File: src/rtl/sram_test_pkg.sv
// sram_test_pkg: state encoding and data pattern shared by the SRAM tester and its benches.
// pattern() works on 32-bit operands; callers truncate the result to their data width.
package sram_test_pkg;

  typedef enum logic [2:0] {
    ST_IDLE,
    ST_WRITE,
    ST_READ,
    ST_DRAIN,
    ST_END
  } state_t;

  function automatic logic [31:0] pattern(input logic [31:0] a, input logic [31:0] s);
    return a ^ s;
  endfunction

endpackage

File: src/rtl/sram_tester_pipe.sv
// sram_tester_pipe: DEPTH-stage shift register of {valid, addr, expected} that lines up
// read expectations with the controller's read latency; i_flush empties every stage.
module sram_tester_pipe #(
  parameter int DEPTH     = 2,
  parameter int ADDR_BITS = 20,
  parameter int DATA_BITS = 16
) (
  input  logic                 clk,
  input  logic                 reset_n,
  input  logic                 i_flush,
  input  logic                 i_valid,
  input  logic [ADDR_BITS-1:0] i_addr,
  input  logic [DATA_BITS-1:0] i_expected,
  output logic                 o_valid,
  output logic [ADDR_BITS-1:0] o_addr,
  output logic [DATA_BITS-1:0] o_expected
);

  localparam int W = 1 + ADDR_BITS + DATA_BITS;

  logic [W-1:0] r_stage [DEPTH];

  always_ff @(posedge clk or negedge reset_n) begin
    if (!reset_n) begin
      for (int i = 0; i < DEPTH; i++) r_stage[i] <= '0;
    end else if (i_flush) begin
      for (int i = 0; i < DEPTH; i++) r_stage[i] <= '0;
    end else begin
      r_stage[0] <= {i_valid, i_addr, i_expected};
      for (int i = 1; i < DEPTH; i++) r_stage[i] <= r_stage[i-1];
    end
  end

  assign {o_valid, o_addr, o_expected} = r_stage[DEPTH-1];

endmodule

File: src/rtl/sram_tester.sv
// sram_tester: writes a seeded address pattern to every address, reads it back through a
// latency-matched expectation pipe, captures the first mismatch and counts clean passes.
module sram_tester
  import sram_test_pkg::*;
#(
  parameter int          ADDR_BITS     = 20,
  parameter int          DATA_BITS     = 16,
  parameter int          MAX_ADDR      = 2**ADDR_BITS - 1,
  parameter logic [15:0] SEED          = 16'hA5C3,
  parameter int          READ_LATENCY  = 2,
  parameter bit          STOP_ON_ERROR = 1'b1
) (
  input  logic                 clk,
  input  logic                 reset_n,
  input  logic                 start,
  input  logic                 loop,
  output logic                 busy,
  output logic                 done,
  output logic [15:0]          pass_count,
  output logic                 error,
  output logic [ADDR_BITS-1:0] err_addr,
  output logic [DATA_BITS-1:0] err_expected,
  output logic [DATA_BITS-1:0] err_actual,
  output logic                 read_only,
  output logic [ADDR_BITS-1:0] addr,
  output logic [DATA_BITS-1:0] data_i,
  input  logic [DATA_BITS-1:0] data_o
);

  localparam logic [ADDR_BITS-1:0] LAST_ADDR  = ADDR_BITS'(MAX_ADDR);
  localparam logic [DATA_BITS-1:0] SEED_INIT  = DATA_BITS'(SEED);
  localparam int                   DRAIN_W    = (READ_LATENCY > 1) ? $clog2(READ_LATENCY) : 1;
  localparam logic [DRAIN_W-1:0]   LAST_DRAIN = DRAIN_W'(READ_LATENCY - 1);

  state_t                 r_state, w_nextState;
  logic [ADDR_BITS-1:0]   r_addr, w_nextAddr;
  logic [DATA_BITS-1:0]   r_seed;
  logic [DRAIN_W-1:0]     r_drainCnt;
  logic                   r_done, r_error;
  logic [15:0]            r_passCount;
  logic [ADDR_BITS-1:0]   r_errAddr;
  logic [DATA_BITS-1:0]   r_errExpected, r_errActual;
  logic [DATA_BITS-1:0]   w_pattern;
  logic                   w_accept, w_pushValid, w_flush, w_done, w_endClean, w_mismatch;
  logic                   w_tailValid;
  logic [ADDR_BITS-1:0]   w_tailAddr;
  logic [DATA_BITS-1:0]   w_tailExpected;

  assign w_pattern  = DATA_BITS'(pattern(32'(r_addr), 32'(r_seed)));
  assign w_mismatch = w_tailValid && (data_o != w_tailExpected);

  sram_tester_pipe #(
    .DEPTH     (READ_LATENCY),
    .ADDR_BITS (ADDR_BITS),
    .DATA_BITS (DATA_BITS)
  ) u_pipe (
    .clk        (clk),
    .reset_n    (reset_n),
    .i_flush    (w_flush),
    .i_valid    (w_pushValid),
    .i_addr     (r_addr),
    .i_expected (w_pattern),
    .o_valid    (w_tailValid),
    .o_addr     (w_tailAddr),
    .o_expected (w_tailExpected)
  );

  always_ff @(posedge clk or negedge reset_n) begin
    if (!reset_n) r_state <= ST_IDLE;
    else          r_state <= w_nextState;
  end

  always_comb begin
    w_nextState = r_state;
    w_nextAddr  = r_addr;
    w_accept    = 1'b0;
    w_pushValid = 1'b0;
    w_flush     = 1'b0;
    w_done      = 1'b0;
    w_endClean  = 1'b0;
    case (r_state)
      ST_IDLE: begin
        if (start) begin
          w_accept    = 1'b1;
          w_nextState = ST_WRITE;
          w_nextAddr  = '0;
        end
      end
      ST_WRITE: begin
        if (r_addr == LAST_ADDR) begin
          w_nextState = ST_READ;
          w_nextAddr  = '0;
        end else begin
          w_nextAddr = r_addr + 1'b1;
        end
      end
      ST_READ: begin
        w_pushValid = 1'b1;
        if (r_addr == LAST_ADDR) w_nextState = ST_DRAIN;
        else                     w_nextAddr  = r_addr + 1'b1;
      end
      ST_DRAIN: begin
        if (r_drainCnt == LAST_DRAIN) w_nextState = ST_END;
      end
      ST_END: begin
        w_endClean = !r_error;
        if (loop && !r_error) begin
          w_nextState = ST_WRITE;
          w_nextAddr  = '0;
        end else begin
          w_nextState = ST_IDLE;
          w_done      = 1'b1;
        end
      end
      default: w_nextState = ST_IDLE;
    endcase
    // An abort overrides whatever the phase wanted and discards in-flight reads.
    if (STOP_ON_ERROR && w_mismatch) begin
      w_nextState = ST_IDLE;
      w_flush     = 1'b1;
      w_done      = 1'b1;
    end
  end

  always_ff @(posedge clk or negedge reset_n) begin
    if (!reset_n) begin
      r_addr        <= '0;
      r_seed        <= SEED_INIT;
      r_drainCnt    <= '0;
      r_done        <= 1'b0;
      r_error       <= 1'b0;
      r_passCount   <= '0;
      r_errAddr     <= '0;
      r_errExpected <= '0;
      r_errActual   <= '0;
    end else begin
      r_addr     <= w_nextAddr;
      r_done     <= w_done;
      r_drainCnt <= (r_state == ST_DRAIN) ? r_drainCnt + 1'b1 : '0;
      if (w_accept) begin
        r_error       <= 1'b0;
        r_errAddr     <= '0;
        r_errExpected <= '0;
        r_errActual   <= '0;
      end else if (w_mismatch && !r_error) begin
        r_error       <= 1'b1;
        r_errAddr     <= w_tailAddr;
        r_errExpected <= w_tailExpected;
        r_errActual   <= data_o;
      end
      if (w_endClean) begin
        r_passCount <= r_passCount + 1'b1;
        r_seed      <= ~r_seed;
      end
    end
  end

  assign busy         = (r_state != ST_IDLE);
  assign done         = r_done;
  assign pass_count   = r_passCount;
  assign error        = r_error;
  assign err_addr     = r_errAddr;
  assign err_expected = r_errExpected;
  assign err_actual   = r_errActual;
  assign read_only    = (r_state != ST_WRITE);
  assign addr         = r_addr;
  assign data_i       = (r_state == ST_WRITE) ? w_pattern : '0;

endmodule

File: config.mk
export PLATFORM = sky130hd
export DESIGN_NAME = sram_tester
export DESIGN_NICKNAME = d
export VERILOG_FILES = /design/src/rtl/sram_test_pkg.sv /design/src/rtl/sram_tester_pipe.sv /design/src/rtl/sram_tester.sv
export SDC_FILE = /design/constraint.sdc
export NUM_CORES = 1
export LEC_CHECK = 0
export BUFFER_PORTS_ARGS = -buffer_cell sky130_fd_sc_hd__buf_2
export CAP_MARGIN = 30
export CORE_MARGIN = 5
export CORE_UTILIZATION = 30
export DETAILED_ROUTE_END_ITERATION = 10
export PLACE_DENSITY = 0.51
export SETUP_SLACK_MARGIN = 0.2
export SYNTH_ARGS = -nofsm -noshare
export SYNTH_HDL_FRONTEND = slang
export SYNTH_SLANG_ARGS = --single-unit
File: constraint.sdc
create_clock -name clk -period 3.1 [get_ports clk]
set_input_delay 0.155 -clock clk [delete_from_list [all_inputs] [get_ports clk]]
set_output_delay 0.155 -clock clk [all_outputs]
set_load 0.005 [all_outputs]
==> results.cfg <==
[placed_design]
place_congestion = 0.7593
hpwlAfterDp_um = 13200
numPortBuffers = 127

[worst_setup_path]
critical_path.endpoint_type = register
critical_path_buf_inv_count = 0
crit_path_max_fanout = 12
max_stage_delay_ns = 0.53
criticalPathCategory = reg2reg
timing.critical_path.cells = or3b_1 -> a221oi_2 -> o21bai_2 -> nor2_2 -> or3_1 -> a21oi_1
crit_family = simple AND/OR/NAND/NOR gates
worstPathArrival_ns = 2.66
startpoint_type = register
cp.required_ns = 3.45
worst_path_max_delay_cell = sky130_fd_sc_hd__dfrtp_1

[cts]
clk_pin_slew_worst_paths_ns = 0.07
cts_inserted_buffers = 17
cts_tree = yes
clock_path_buffers = 2
numClockSinks = 184
postCtsSetupRepairBufs = 0
cts_hold_buf = 16
cts_repair_resize_count = 0
ctsRootBufferMaster = sky130_fd_sc_hd__clkbuf_16
cts.htree.levels = 4
clock_latency_ns = 0.43

[route]
routed_wirelength_um = 19080
antenna_violating_nets_post_route = 0
detail_route.drc_violations = 0
detailroute.wirelength.met3_um = 897
highest-signal-layer = met4
vias = 5147
met1Wirelength_um = 8944
detail_route.iter0.violations = 361
routed_via_density = 4.403
drt-pass1-iter-count = 5
detailroute.wirelength.met2_um = 9069
average_detailed_routed_wire_length_per_instance_um = 16.32

[die]
fp.dieH_um = 167.4
effective_utilization_at_floorplan = 0.3049
coreArea_sq_um = 24390
die_x_um = 167.4
floorplan_row_count = 57
num_io_pins = 128
total_die_area_sq_um = 28030

[run_status]
status = completed

[yosys]
synth_top_flop_cell = sky130_fd_sc_hd__dfrtp_1
yosys.cell_types.count = 43
synth_top_cells_by_area = sky130_fd_sc_hd__dfrtp_1, sky130_fd_sc_hd__nand2_1, sky130_fd_sc_hd__xnor2_1
synth-seq-area-share = 0.6206
netlist_top_cells_count = sky130_fd_sc_hd__dfrtp_1, sky130_fd_sc_hd__nand2_1, sky130_fd_sc_hd__nor2_1
yosysMostFrequentCell = sky130_fd_sc_hd__dfrtp_1
syn-instance-count = 687
syn-num-nets = 709
async_s_r_ff_share_synth = 1.000
syn_area_per_cell_sq_um = 10.82
synth-warning-count = 0
synth_largest_type_area_fraction = 0.5923
synth_seq_cells = 184
count_of_flip_flops_with_a_built_in_enable_after_synthesis = 0
yosysTopAreaCell = sky130_fd_sc_hd__dfrtp_1
post_synth_instance_area_sq_um = 7436

[timing]
timing.fmax_ghz = 0.4322
timing.final.max_slew_violations = 0
worst_slew_pin_slew_ns = 0.6681
tns_ns = 0
unrepaired_setup_endpoints_after_global_routing = no
skew_ns = 0.01726
relSlewSlack = 0.5546
final_period_minus_worst_setup_slack_ns = 2.314
period_share = 0.7463
final.hold.worst_slack_ns = 0.02502
final_hold_viol_count = 0
finalSetupViolCount = 0

[power_and_ir_drop]
leakage_power_nw = 4.636
power.density_cell_area_nw_per_um2 = 591.3
vdd_drop_max_mv = 0.3018

[final_layout]
diodes = 0
multi_input_area_sq_um = 2676
register_cell_area_after_layout_sq_um = 4614
nNetsFinal = 854
finalCoreUtilization = 0.3798
area_growth_pct = 24.57
fill_cells = 2491
layout-drive-gt1-share = 0.2355

[global_route]
grt_first_pass_wirelength_um = 30530
vias_in_the_first_global_route = 5186
track_usage = 0.1377
globalRoute.totalOverflow = 0
antenna_found_initial = 0
grt_start_max_net_pins = 79

[flow_run]
maxCapViolations = 0

[hold_path]
min-delay-path-class = in2reg
## cell families (layout without fill, tap and decap cells)
group                    count (synthesis)  count (layout)  share of synthesized area
XOR/XNOR                                77              77                    0.09070
buffers and inverters                   38             196                    0.02272
AO/OA/AOI/OAI                           81              81                    0.06394
multiplexers                             3               3                   0.004207
AND/OR/NAND/NOR                        302             302                     0.1945
adder cells (fa/ha/maj)                  2               2                   0.003365
flip-flops                             184             184                     0.6206
## per-layer routing
layer	vias to the layer above	GRT usage
met2	108	0.2154
met1	2508	0.1941
met5	-	0
met4	0	0.03211
li1	2521	-
met3	10	0.03418
## layout make-up
class                      instances  share of cell area
clock buffer                      18             0.04633
clock inverter                    14             0.01702
inverter                           2           0.0008105
multi-input combinational        465              0.2889
sequential                       184              0.4982
tap                              324             0.04377
timing repair buffer             162              0.1050
## layout by cell type, fill, tap and decap left out, types with 5 or more instances in the layout
master,count
sky130_fd_sc_hd__buf_4,17
sky130_fd_sc_hd__and3_1,8
sky130_fd_sc_hd__a21oi_1,61
sky130_fd_sc_hd__dfstp_2,8
sky130_fd_sc_hd__buf_2,126
sky130_fd_sc_hd__xor2_1,27
sky130_fd_sc_hd__nor2_1,61
sky130_fd_sc_hd__clkbuf_16,17
sky130_fd_sc_hd__and2_1,58
sky130_fd_sc_hd__dfrtp_1,176
sky130_fd_sc_hd__or3_1,5
sky130_fd_sc_hd__nand3_1,16
sky130_fd_sc_hd__o21ai_0,7
sky130_fd_sc_hd__nand2_1,119
sky130_fd_sc_hd__xnor2_1,50
sky130_fd_sc_hd__nand4_1,13
sky130_fd_sc_hd__dlygate4sd3_1,16
## power by group
part | total [mW] | leakage [nW] | internal (mW) | switching (mW)
Combinational | 0.659 | 1.87 | 0.298 | 0.361
Clock | 2.11 | 0.278 | 1.08 | 1.03
Sequential | 2.71 | 2.49 | 2.60 | 0.115
## worst reg2reg max path, stage by stage, from the launching register on
cell	delay [ns]
sky130_fd_sc_hd__dfrtp_1	0.53
sky130_fd_sc_hd__or3b_1	0.45
sky130_fd_sc_hd__a221oi_2	0.37
sky130_fd_sc_hd__o21bai_2	0.24
sky130_fd_sc_hd__nor2_2	0.14
sky130_fd_sc_hd__or3_1	0.37
sky130_fd_sc_hd__a21oi_1	0.14
## state kept, by name (all words and copies together) (netlist names)
signal             cells
u_pipe.r_stage        37
addr                  20
err_addr              20
u_pipe.o_addr         20
err_actual            16
err_expected          16
pass_count            16
r_seed                16
u_pipe.o_expected     16
r_state                3
done                   1
error                  1
r_drainCnt             1
u_pipe.o_valid         1
## worst paths after layout
check,slack [ns],to,depth (start not counted),from
min,0.03,err_actual[10],3,data_o[10]
min in group asynchronous,0.33,u_pipe.r_stage[66],2,reset_n
max in group asynchronous,1.83,err_addr[0],3,reset_n
min reg2reg,0.44,u_pipe.o_valid,1,u_pipe.r_stage[73]
max reg2reg,0.79,addr[13],6,r_state[0]
max,0.79,addr[13],6,r_state[0]
## per-stage QoR
stage	total power, mW	std cells	cell area [sq um]	setup WS [ns]
after floorplan	3.072	687	7436	1.176
after global placement	3.427	1121	8516	0.8736
after detailed placement	3.428	1121	8516	0.8413
after CTS	5.584	1169	9263	0.8071
after global routing	5.750	1169	9263	0.6249
final	5.477	1169	9263	0.7865
(Power assumes the default switching activity.)
